==> src/rtl/video_pattern_generator_pkg.sv <==
// Shared constants for the test-pattern generator: pattern codes, bar colours, box directions.
// Pure definitions, no logic; no flow control involved.
package video_pattern_pkg;

  localparam logic [2:0] PAT_BARS     = 3'd0;
  localparam logic [2:0] PAT_CHECKER  = 3'd1;
  localparam logic [2:0] PAT_GRADIENT = 3'd2;
  localparam logic [2:0] PAT_BOX      = 3'd3;
  localparam logic [2:0] PAT_SOLID    = 3'd4;

  // {red,green,blue}: white, yellow, cyan, green, magenta, red, blue, black
  localparam logic [23:0] BAR_COLORS [8] = '{
    24'hFFFFFF, 24'hFFFF00, 24'h00FFFF, 24'h00FF00,
    24'hFF00FF, 24'hFF0000, 24'h0000FF, 24'h000000
  };

  localparam logic DIR_RIGHT = 1'b0;
  localparam logic DIR_LEFT  = 1'b1;
  localparam logic DIR_DOWN  = 1'b0;
  localparam logic DIR_UP    = 1'b1;

endpackage

==> src/rtl/video_pattern_generator_bounce_axis.sv <==
// Single-axis bouncing position: moves STEP per strobe, reflects at 0 and LIMIT-SIZE.
// Updates on the cycle after the strobe; no backpressure, strobe is never refused.
module bounce_axis
  import video_pattern_pkg::*;
#(
  parameter int LIMIT = 1280,
  parameter int SIZE  = 64,
  parameter int STEP  = 4
) (
  input  logic        clock,
  input  logic        reset,
  input  logic        step,
  output logic [11:0] pos
);

  // Increasing direction shares the DIR_RIGHT/DIR_DOWN encoding, decreasing shares DIR_LEFT/DIR_UP.
  logic        dir;
  logic        dir_next;
  logic [11:0] pos_next;
  logic [12:0] fwd_end;

  always_comb begin
    fwd_end  = {1'b0, pos} + 13'(STEP + SIZE);
    pos_next = pos;
    dir_next = dir;
    if (dir == DIR_RIGHT) begin
      if (fwd_end > 13'(LIMIT)) begin
        pos_next = 12'(LIMIT - SIZE);
        dir_next = DIR_LEFT;
      end else begin
        pos_next = pos + 12'(STEP);
      end
    end else begin
      if (pos < 12'(STEP)) begin
        pos_next = '0;
        dir_next = DIR_RIGHT;
      end else begin
        pos_next = pos - 12'(STEP);
      end
    end
  end

  always_ff @(posedge clock) begin
    if (reset) begin
      pos <= '0;
      dir <= DIR_RIGHT;
    end else if (step) begin
      pos <= pos_next;
      dir <= dir_next;
    end
  end

endmodule

==> src/rtl/video_pattern_generator.sv <==
// RGB test-pattern source ahead of the DVI encoder; pattern and solid colour latched at vSync rise.
// Fixed 2-cycle latency on every output; no backpressure, one pixel accepted per clock.
module video_pattern_generator
  import video_pattern_pkg::*;
#(
  parameter int H_ACTIVE      = 1280,
  parameter int V_ACTIVE      = 720,
  parameter int BAR_WIDTH     = 160,
  parameter int CHECKER_SHIFT = 5,
  parameter int GRAD_SHIFT    = 2,
  parameter int BOX_SIZE      = 64,
  parameter int BOX_STEP      = 4
) (
  input  logic        clock,
  input  logic        reset,
  input  logic        dataEnable,
  input  logic        hSync,
  input  logic        vSync,
  input  logic [10:0] hPos,
  input  logic [10:0] vPos,
  input  logic [2:0]  patternSelect,
  input  logic [23:0] solidColor,
  output logic        dataEnableOut,
  output logic        hSyncOut,
  output logic        vSyncOut,
  output logic [7:0]  red,
  output logic [7:0]  green,
  output logic [7:0]  blue
);

  logic        de1, hs1, vs1;
  logic [10:0] hpos1, vpos1;
  logic [2:0]  bar_idx1;
  logic [7:0]  bar_count;
  logic [2:0]  bar_index;
  logic [2:0]  active_pattern;
  logic [23:0] solid;
  logic [15:0] frame_count;
  logic [11:0] box_x, box_y;
  logic        frame_start;
  logic        in_box;
  logic [23:0] pix;

  // vs1 doubles as the previous-vSync register, so a long vSync pulse yields one event.
  assign frame_start = vSync & ~vs1;

  always_ff @(posedge clock) begin
    if (reset) begin
      de1            <= 1'b0;
      hs1            <= 1'b0;
      vs1            <= 1'b0;
      hpos1          <= '0;
      vpos1          <= '0;
      bar_idx1       <= '0;
      bar_count      <= '0;
      bar_index      <= '0;
      active_pattern <= PAT_BARS;
      solid          <= '0;
      frame_count    <= '0;
    end else begin
      de1      <= dataEnable;
      hs1      <= hSync;
      vs1      <= vSync;
      hpos1    <= hPos;
      vpos1    <= vPos;
      bar_idx1 <= bar_index;
      if (!dataEnable) begin
        bar_count <= '0;
        bar_index <= '0;
      end else if (bar_count == 8'(BAR_WIDTH - 1)) begin
        bar_count <= '0;
        if (bar_index != 3'd7) bar_index <= bar_index + 3'd1;
      end else begin
        bar_count <= bar_count + 8'd1;
      end
      if (frame_start) begin
        active_pattern <= patternSelect;
        solid          <= solidColor;
        frame_count    <= frame_count + 16'd1;
      end
    end
  end

  bounce_axis #(.LIMIT(H_ACTIVE), .SIZE(BOX_SIZE), .STEP(BOX_STEP)) u_box_x (
    .clock (clock),
    .reset (reset),
    .step  (frame_start),
    .pos   (box_x)
  );

  bounce_axis #(.LIMIT(V_ACTIVE), .SIZE(BOX_SIZE), .STEP(BOX_STEP)) u_box_y (
    .clock (clock),
    .reset (reset),
    .step  (frame_start),
    .pos   (box_y)
  );

  always_comb begin
    in_box = ({1'b0, hpos1} >= box_x) && ({1'b0, hpos1} < box_x + 12'(BOX_SIZE)) &&
             ({1'b0, vpos1} >= box_y) && ({1'b0, vpos1} < box_y + 12'(BOX_SIZE));
    pix = '0;
    case (active_pattern)
      PAT_BARS:     pix = BAR_COLORS[bar_idx1];
      PAT_CHECKER:  pix = (hpos1[CHECKER_SHIFT] ^ vpos1[CHECKER_SHIFT]) ? 24'h000000 : 24'hFFFFFF;
      PAT_GRADIENT: pix = {3{hpos1[GRAD_SHIFT+7:GRAD_SHIFT]}};
      PAT_BOX:      pix = in_box ? 24'h00FF00 : 24'h0000FF;
      PAT_SOLID:    pix = solid;
      default:      pix = '0;
    endcase
    if (!de1) pix = '0;
  end

  always_ff @(posedge clock) begin
    if (reset) begin
      dataEnableOut <= 1'b0;
      hSyncOut      <= 1'b0;
      vSyncOut      <= 1'b0;
      red           <= '0;
      green         <= '0;
      blue          <= '0;
    end else begin
      dataEnableOut       <= de1;
      hSyncOut            <= hs1;
      vSyncOut            <= vs1;
      {red, green, blue}  <= pix;
    end
  end

endmodule

==> config.mk <==
export PLATFORM = sky130hd
export DESIGN_NAME = video_pattern_generator
export DESIGN_NICKNAME = d
export VERILOG_FILES = /design/src/rtl/video_pattern_generator_pkg.sv /design/src/rtl/video_pattern_generator_bounce_axis.sv /design/src/rtl/video_pattern_generator.sv
export SDC_FILE = /design/constraint.sdc
export NUM_CORES = 1
export LEC_CHECK = 0
export ABC_AREA = 1
export CORE_MARGIN = 2
export CORE_UTILIZATION = 55
export CTS_CLUSTER_SIZE = 8
export DETAILED_ROUTE_END_ITERATION = 12
export GPL_TIMING_DRIVEN = 0
export PLACE_DENSITY = 0.83
export SYNTH_ARGS = -nofsm -noshare
export SYNTH_HDL_FRONTEND = slang
export SYNTH_SLANG_ARGS = --single-unit
export TNS_END_PERCENT = 20
==> constraint.sdc <==
create_clock -name clock -period 3.01 [get_ports clock]
set_clock_uncertainty 0.05 [all_clocks]
set_input_delay 0.301 -clock clock [delete_from_list [all_inputs] [get_ports clock]]
set_output_delay 0.301 -clock clock [all_outputs]
set_load 0.02 [all_outputs]
==> run_results.csv, run 1 <==
group,metric,value,unit
global_route,grt_usage,27.5,%
detailed_routing,vias,5709,
placed_design,portBuffers,75,
timing,worst_pin_slew,0.664,ns
yosys,synthTopCellsByCount,"127 x nor2_1, 126 x nand2_1, 111 x dfxtp_1, 107 x inv_1, 73 x a21oi_1",
cts,clock-sinks,111,
yosys,synth-warning-count,0,
placed_design,dpl_cell_area,6940,µm²
yosys,postSynthCellCount,846,
setup_path,critPathTopFamily,"simple AND/OR/NAND/NOR gates",
layout,drive_gt1_share,6.51,%
detailed_routing,routed_via_density,5.30,
yosys,yosys.area.top_type,"dfxtp_1",
placed_design,place_ws,0.323,ns
yosys,synth_edf_count,0,
layout,diodes,0,
timing,max_freq,370,MHz
timing,timing.final.crit_share,89.8,%
yosys,yosysMostFrequentCell,"nor2_1",
timing,hold_viol,0,
setup_path,cp.required,3.24,ns
layout,area.growth.synth_to_final,18.3,%
status,outcome,"finished clean",
layout,num-fill-cells,942,
global_route,grt_max_degree,20,
setup_path,worstSetupStartpointType,"flop",
yosys,postSynthAreaPerCell,7.11,µm²
setup_path,path_max_fanout,9,
global_route,grt_pass1_wl,25100,µm
worst_hold_path,hp-class,"input port to flop",
layout,final_nets,1027,
cts,path_clk_slew,0.12,ns
timing,setup_viol,0,
floorplanning,core_area,10700,µm²
setup_path,crit_chain,"inv_2 -> ha_1 -> inv_1 -> ha_1 -> inv_1 -> nor2_1 -> a21oi_1 -> nand2_1 -> nand2_1 -> nand2_1 -> nand2_1 -> nand2_1 -> nand2_1 -> nand4_1 -> nand2_2 -> a21oi_1",
timing,whs,0.355,ns
pwr,ir_drop,0.347,mV
setup_path,crit_buf_inv,3,
job,drv_cap,0,
detailed_routing,drt.antenna.violating_nets,0,
global_route,grt-ovfl-total,0,
setup_path,worst_path_max_delay_cell,"dfxtp_1",
yosys,synth.cell_area,6020,µm²
setup_path,r2r_slack,0.31,ns
yosys,yosys-top-cells-area,"dfxtp_1 37%, ha_1 8.5%, nor2_1 7.9%, nand2_1 7.9%, inv_1 6.7%",
cts,clock_path_buffers,2,
detailed_routing,wl_per_cell,14.3,µm
setup_path,endpoint_kind,"flop",
detailed_routing,first_iter_violations,398,
cts,htree_levels,3,
yosys,async_flop_share,0,%
global_route,antenna_found_initial,0,
detailed_routing,dr.pass1.iters,5,
floorplanning,io_pins,81,
setup_path,critPathMaxStageDelay,0.59,ns
cts,cts_hold_buf,0,
yosys,synthFlopType,"dfxtp_1",
yosys,ys_seq_area_share,36.9,%
cts,root_buffer,"clkbuf_8",
yosys,synth_top_area_share,36.9,%
cts,clk_latency,0.40,ns
cts,postCtsSetupBuffers,0,
timing,fin_crit,2.70,ns
pwr,power_density,463,nW/µm²
cts,cts_tree,"yes",
timing,drv_slew,0,
layout,final_area,7120,µm²
global_route,grt_pass1_vias,5256,
detailed_routing,drc,0,
setup_path,path_class,"flop to flop",
pwr,power,0.00330,W
timing,setup_ws,0.306,ns
floorplanning,initial_utilization,56.0,%
floorplanning,die_h,109,µm
floorplanning,die-area,11800,µm²
floorplanning,fp-row-count,38,
detailed_routing,drt-total-wl,15400,µm
floorplanning,die_x,109,µm
pwr,p_leak,3.19,nW
yosys,ys_seq_elements,111,
timing,rsz0062_at_grt,"no",
yosys,yosysUniqueCellTypes,41,
timing,slew_headroom,55.8,%
placed_design,gp_congestion,0.942,
setup_path,crit_arrival,2.93,ns
placed_design,hpwl,11700,µm
cts,cts_buffers,9,
yosys,syn_nets,941,
setup_path,cp_common_cell,"nand2_1",
cts,post_cts_resized,0,
timing,setup_tns,0,ns
## per-stage QoR
stage	utilization (%)	std cells
6_report	66.3	1077
3_3_place_gp	64.6	1061
2_1_floorplan	-	846
5_1_grt	66.3	1077
4_1_cts	66.3	1077
3_5_place_dp	64.6	1061
## registers in the layout (all words and copies together) (netlist names)
| register | cells |
|---|---|
| hpos1 | 9 |
| de1 | 1 |
| green | 8 |
| red | 8 |
| u_box_x.pos | 10 |
| bar_idx1 | 3 |
| hSyncOut | 1 |
| solid | 24 |
| blue | 8 |
| vSyncOut | 1 |
| vpos1 | 9 |
| active_pattern | 3 |
| hs1 | 1 |
| dataEnableOut | 1 |
| bar_count | 8 |
| vs1 | 1 |
| u_box_y.dir | 1 |
| bar_index | 3 |
| u_box_y.pos | 10 |
| u_box_x.dir | 1 |
## worst paths after layout
check	from	endpoint	cells after the start
worst max-delay path	u_box_x.pos[6]$_SDFFE_PP0P_	blue[5]$_SDFF_PP0_	16
worst min-delay path	hPos[9]	hpos1[9]$_SDFF_PP0_	3
worst max register to register	u_box_x.pos[6]$_SDFFE_PP0P_	blue[5]$_SDFF_PP0_	16
worst min register to register	hs1$_SDFF_PP0_	hSyncOut$_SDFF_PP0_	2
## logic make-up (layout without fill, tap and decap cells)
group           after synthesis  in the layout  share of synthesized area (%)
fa+ha+maj                    41             41                           8.52
xor+xnor                     29             29                           4.22
compound gates              161            161                           14.7
buf+inv                     146            237                           9.42
flops                       111            111                           36.9
simple gates                358            358                           26.2
## power by group
group,leakage [nW],total [W],switching (W),internal [W]
Clock,0.0892,0.000859,0.000546,0.000314
Combinational,2.18,0.000824,0.000503,0.000321
Sequential,0.914,0.00161,0.0000600,0.00155
## routing by layer
layer	track usage, %	routed length [µm]
met2	44.8	7010
met4	10.1	295
met5	0	0
met1	37.0	7100
met3	4.22	983
## worst min-delay path, cell delays in order
cell and delay [ns]:
clkdlybuf4s50_1 0.39, inv_1 0.05, nor2_1 0.03
## placed cells by master (no fill, tap or decap), types with 2 or more instances in the layout
master             n
a21o_1             2
a21oi_1           73
a21oi_2            6
a311oi_1           5
a31oi_1            3
buf_2              4
buf_4              3
clkbuf_1          22
clkbuf_8           9
clkdlybuf4s50_1   75
clkinv_1           2
clkinv_2           2
dfxtp_1          111
ha_1              41
inv_1            107
inv_2              6
inv_6              2
nand2_1          126
nand2_2           10
nand3_1           35
nand3_2            8
nand3b_1           2
nand4_1           10
nor2_1           127
nor2_2             4
nor2_4             2
nor3_1            28
nor3b_1            2
o2111ai_1          2
o21a_1             3
o21ai_0           59
o21ai_1            4
xnor2_1            3
xor2_1            26
## area by class of cell
class                           count  area (µm²)  share of cell area (%)
Buffer                             30         130                    1.83
Inverter                          116         437                    6.13
Tap cell                          140         175                    2.46
Sequential cell                   111        2220                    31.2
Clock inverter                      6        50.0                   0.703
Multi-Input combinational cell    589        3230                    45.3
Clock buffer                       10         128                    1.79
Timing Repair Buffer               75         751                    10.5
Power figures use the tool's default switching activity.
==> run 2, diff against run 1 <==
CAP_MARGIN = 30   (was unset)
==> results of run 2 <==
The final DEF is identical to that of run 1; final timing and power are the same.
==> run 3, diff against run 2 <==
HOLD_SLACK_MARGIN = 0.06   (was unset)
==> results of run 3 <==
The final DEF is identical to that of run 1; final timing and power are the same.
